<file path="src/rtl/hdpldadapt_rx_datapath_lookahead.sv">
// hdpldadapt_rx_datapath_lookahead
// Two-word lookahead prefetch between the RX adapter FIFO read port and the
// 10GBASE-R insertion state machine. Holds up to three words, issues FIFO
// reads against its own credit and presents current/next word side by side.
module hdpldadapt_rx_datapath_lookahead #(
   parameter int PCSDWIDTH = 64,
   parameter int PCSCWIDTH = 10
) (
   input  logic                           rd_clk,
   input  logic                           rd_rst_n,
   input  logic                           rd_srst_n,
   input  logic [PCSDWIDTH+PCSCWIDTH-1:0] fifo_rdata,
   input  logic                           fifo_empty,
   input  logic                           fifo_pempty,
   output logic                           fifo_rd_en,
   input  logic                           insert_sm_rd_en,
   output logic [PCSDWIDTH+PCSCWIDTH-1:0] baser_fifo_data,
   output logic [PCSDWIDTH+PCSCWIDTH-1:0] baser_fifo_data2,
   output logic                           rd_empty,
   output logic                           rd_pempty,
   output logic                           underflow,
   output logic [19:0]                    lookahead_testbus
);

   localparam int FDW = PCSDWIDTH + PCSCWIDTH;

   // Local-fault ordered set; every empty slot holds this word.
   localparam logic [FDW-1:0] FIFO_DEFAULT = FDW'({10'h011, 64'h0100009C_0100009C});

   logic [FDW-1:0] slot     [3];
   logic [FDW-1:0] slot_nxt [3];
   logic [1:0]     occ;
   logic [1:0]     occ_nxt;
   logic [1:0]     wr_idx;
   logic [2:0]     credit_used;
   logic           inflight;
   logic           adv;

   // Advance and read-credit decision: stored plus in-flight words never exceed three.
   always_comb begin
      adv         = insert_sm_rd_en && (occ != 2'd0);
      credit_used = {1'b0, occ} + {2'b00, inflight} - {2'b00, adv};
      fifo_rd_en  = !fifo_empty && (credit_used < 3'd3);
   end

   // Next slot contents: shift on advance first, then land the arriving word
   // in the first empty slot after the shift.
   always_comb begin
      for (int unsigned i = 0; i < 3; i++) begin
         slot_nxt[i] = slot[i];
      end
      if (adv) begin
         slot_nxt[0] = slot[1];
         slot_nxt[1] = slot[2];
         slot_nxt[2] = FIFO_DEFAULT;
      end
      wr_idx = occ - {1'b0, adv};
      if (inflight) begin
         case (wr_idx)
            2'd0:    slot_nxt[0] = fifo_rdata;
            2'd1:    slot_nxt[1] = fifo_rdata;
            2'd2:    slot_nxt[2] = fifo_rdata;
            default: ;
         endcase
      end
      occ_nxt = occ - {1'b0, adv} + {1'b0, inflight};
   end

   // State registers; synchronous reset has the same effect as the async one.
   always_ff @(posedge rd_clk or negedge rd_rst_n) begin
      if (!rd_rst_n) begin
         for (int unsigned i = 0; i < 3; i++) begin
            slot[i] <= FIFO_DEFAULT;
         end
         occ       <= '0;
         inflight  <= 1'b0;
         underflow <= 1'b0;
      end else if (!rd_srst_n) begin
         for (int unsigned i = 0; i < 3; i++) begin
            slot[i] <= FIFO_DEFAULT;
         end
         occ       <= '0;
         inflight  <= 1'b0;
         underflow <= 1'b0;
      end else begin
         for (int unsigned i = 0; i < 3; i++) begin
            slot[i] <= slot_nxt[i];
         end
         occ      <= occ_nxt;
         inflight <= fifo_rd_en;
         if (insert_sm_rd_en && (occ == 2'd0)) begin
            underflow <= 1'b1;
         end
      end
   end

   // Registered outputs straight from the slots, plus derived status.
   always_comb begin
      baser_fifo_data   = slot[0];
      baser_fifo_data2  = slot[1];
      rd_empty          = (occ == 2'd0);
      rd_pempty         = fifo_pempty || (occ < 2'd2);
      lookahead_testbus = {12'd0, underflow, inflight, occ, fifo_rd_en, adv,
                           rd_empty, rd_pempty};
   end

endmodule

</file>
<file path="config.mk">
export PLATFORM = sky130hd
export DESIGN_NAME = hdpldadapt_rx_datapath_lookahead
export DESIGN_NICKNAME = d
export VERILOG_FILES = /design/src/rtl/hdpldadapt_rx_datapath_lookahead.sv
export SDC_FILE = /design/constraint.sdc
export NUM_CORES = 1
export LEC_CHECK = 0
export ABC_CLOCK_PERIOD_IN_PS = 2900
export CORE_UTILIZATION = 45
export CTS_CLUSTER_DIAMETER = 120
export DETAILED_ROUTE_END_ITERATION = 6
export DONT_BUFFER_PORTS = 1
export HOLD_SLACK_MARGIN = 0.12
export PLACE_DENSITY = 0.66
export SYNTH_ARGS = -nofsm -noshare
export SYNTH_HDL_FRONTEND = slang
export SYNTH_SLANG_ARGS = --single-unit
</file>
<file path="constraint.sdc">
create_clock -name rd_clk -period 2.9 [get_ports rd_clk]
set_input_delay 0.58 -clock rd_clk [delete_from_list [all_inputs] [get_ports rd_clk]]
set_output_delay 0.58 -clock rd_clk [all_outputs]
set_load 0.01 [all_outputs]
</file>
==> metrics.md <==
| Metric | Value |
|---|---|
| Top FF cell, synth | `dfrtp_1` |
| GPL Wtd Cong | `0.745` |
| Core Box Area | `27200 sq um` |
| Logic pwr share | `34.1%` |
| Antenna diodes | `0` |
| Iter 0 DRT Violations | `1111` |
| Setup tns final | `0 ns` |
| RSZ-0062 raised after global routing | `true` |
| Reg power frac | `39.3%` |
| Yosys Warn Count | `0` |
| Post-route ant nets | `0` |
| Initial Util | `46.2%` |
| Design Area, Final | `12300 sq um` |
| CP Max Fanout | `3` |
| Final hold vios | `190` |
| Power, Total | `approximately 0.012 W` |
| Worst slew margin | `28.4%` |
| Net Sw Power | `0.00532 W` |
| CTS sink cnt | `226` |
| HP Class | `in2async` |
| Fillers | `between 2000 and 3000` |
| Port bufs | `0` |
| Commonest cells after routing, fill and taps aside | `nand2_1 (296), dfrtp_1 (189), o31ai_1 (124), a31oi_1 (124)` |
| Mapped Area | `12600 sq um` |
| Synthesized area per cell | `~9.2 sq um` |
| Number of global-route vias before repair | `about 9300` |
| Synth unique cells | `36` |
| Worst Clk Skew | `~0.022 ns` |
| Worst Hold Slack | `-0.256 ns` |
| Met3 GRT Util | `5.92%` |
| EDFF count, synth | `0` |
| Leakage | `4.64 nW` |
| DIE HEIGHT | `169 um` |
| Global-route wire length before repair | `around 52000 um` |
| Final Non-Filler Cells | `1521` |
| Clock Tree Buf Depth | `3` |
| Seq/Total Area, Yosys | `45.4%` |
| CTS clk-pin slew, worst paths | `about 0.060 ns` |
| Int Power | `0.00708 W` |
| DR DRC count | `0` |
| CTS buffer count | `26` |
| Period utilization | `100%` |
| Die area | `28600 sq um` |
| Critical path required time | `2.32 ns` |
| Worst slew pin tran | `about 1.1 ns` |
| Share of cells above drive strength 1 | `between 10% and 20%` |
| Async S/R FF share, synth | `100%` |
| Post-DR wirelength/cell | `21.3 um` |
| Maxcap violations | `0` |
| Largest net degree at the start of global routing | `227` |
| Ports | `252` |
| Layout area overhead | `-2.36%` |
| Crit. End Element | `output pin` |
| Met1 Usage GRT | `between 30% and 40%` |
| Worst-Skew Late Latency | `0.53 ns` |
| Failing checks | `negative hold slack` |
| Worst Setup Path Type | `reg2out` |
| Final Slew Violations | `0` |
| Initial antenna violation count | `0` |
| Clock share of power | `26.6%` |
| Worst endpoint data arrival time | `2.32 ns` |
| DRT Pass-1 Iters | `5` |
| Clock tree from TritonCTS | `yes` |
| Total number of vias | `9389` |
| Outcome | `finished with violations` |
| Hpwl dp | `17800 um` |
| Post-DP Area | `11400 sq um` |
| Post-synth top area share | `between 30% and 40%` |
| Total power per unit cell area | `just over 1000 nW/um^2` |
| F_max | `between 0.3 and 0.4 GHz` |
| Routing usage on met2 | `35.7%` |
| Commonest non-fill, non-tap cell in the layout | `nand2_1` |
| Post-synthesis register bit count | `226` |
| Sw Share | `a little over two fifths` |
| Most used routing layer in global routing | `met2` |
| # setup viols final | `0` |
| Top post-synthesis cells by area | `dfrtp_1 (38%), buf_4 (10%), nand2_1 (8.9%), dfstp_2 (7.5%), o31ai_1 (7.4%)` |
| Final Net Count | `1214` |
| Min Tclk post-route | `2.90 ns` |
| # rows | `60` |
| Total GRT Usage | `22.5%` |
| Clock root cell | `clkbuf_16` |
| Global route overflow | `0` |
| Synth area leader | `dfrtp_1` |
| Gate Count Post-Synth | `1370` |
| Die Width | `169 um` |
| Via density | `just over 6` |
| Max VDD drop | `0.000551 V` |
| Placed insts | `approximately 1500` |
| Startpoint types | `flip-flop` |
| H-tree levels | `1` |
| Final wirelength | `32300 um` |
==> final timing paths <==
path | cells after the start | start | endpoint | slack (ns)
min reg2reg | 2 | slot[2]$_DFF_PN1_ | baser_fifo_data2[2]$_DFF_PN1_ | 0.51
min | 0 | rd_rst_n | baser_fifo_data[25]$_DFF_PN0_ | -0.26
max reg2reg | 7 | occ[0]$_DFF_PN0_ | baser_fifo_data2[68]$_DFF_PN1_ | 0.24
max | 8 | occ[0]$_DFF_PN0_ | fifo_rd_en | 0.0009
min in group rd_clk | 2 | fifo_rdata[37] | slot[37]$_DFF_PN0_ | 0.18
max in group asynchronous | 0 | rd_rst_n | slot[8]$_DFF_PN0_ | 2.51
==> layer usage <==
metal | vias up | share of wire (%)
met5 | - | 0
met4 | 0 | 2.0
met3 | 49 | 9.0
met2 | 395 | 46
met1 | 4704 | 43
li1 | 4241 | -
==> layout make-up <==
cell class              instances  area, sq um  area share, %
clock buffers                  43          807           6.58
well taps                     372          465           3.80
multi-input cells             843         4910           40.1
flip-flops and latches        226         5700           46.5
clock inverters                 4         48.8          0.398
inverters                       4         17.5          0.143
repair buffers                 29          305           2.49
==> timing repair <==
| item | CTS | global route |
|---|---|---|
| resized for setup | 2 | 0 |
| hold endpoints to repair | 226 | 226 |
| buffers inserted | 1 | 0 |
| endpoints found under the setup margin | 2 | 2 |
| pin swaps | 5 | 3 |
==> registers in the layout (all words and copies together) (netlist names) <==
| name | flops |
|---|---|
| underflow | 1 |
| slot | 74 |
| baser_fifo_data2 | 74 |
| inflight | 1 |
| baser_fifo_data | 74 |
| occ | 2 |
==> stage by stage <==
stage          setup slack (ns)  utilization [%]  hold slack (ns)
4_1_cts                 -0.0606             45.1           -0.278
2_1_floorplan           0.00795                -            0.284
5_1_grt                 -0.0835             45.1           -0.290
3_3_place_gp              0.402             41.9            0.292
6_report               0.000880             45.1           -0.256
3_5_place_dp              0.367             41.9            0.293
==> Yosys cell counts (all sizes together), types with 13 or more instances <==
cell type	n
a31oi	124
o211ai	62
nor2b	14
nand3	63
nor3	13
dfstp	36
a32oi	24
dfrtp	190
buf	247
nand2	298
o21ai	13
a21boi	63
clkbuf	61
o31ai	124
==> logic make-up after synthesis <==
family	share of synthesized area, %
fa+ha+maj	0.459
buf+inv	16.3
xor+xnor	0.558
other cells	0.0299
simple gates	13.1
compound gates	24.2
flops	45.4
==> critical path: stages, from the launching register on <==
cell and delay (ns):
dfrtp_1 0.41, o21ai_4 0.20, xnor2_2 0.13, ha_2 0.19, inv_2 0.03, fa_2 0.52, nor2b_2 0.04, nor3_2 0.09
buf_4 0.17
==> power by group through the flow <==
stage / clock, W / combinational (W) / sequential, W
final: 0.00329 / 0.00423 / 0.00488
after global routing: 0.00351 / 0.00465 / 0.00497
after CTS: 0.00338 / 0.00423 / 0.00489
after detailed placement: 0 / 0.00422 / 0.00493
after global placement: 0 / 0.00417 / 0.00492
after floorplan: 0 / 0.00471 / 0.00436
Note: power is estimated with default switching activity, not from simulation.
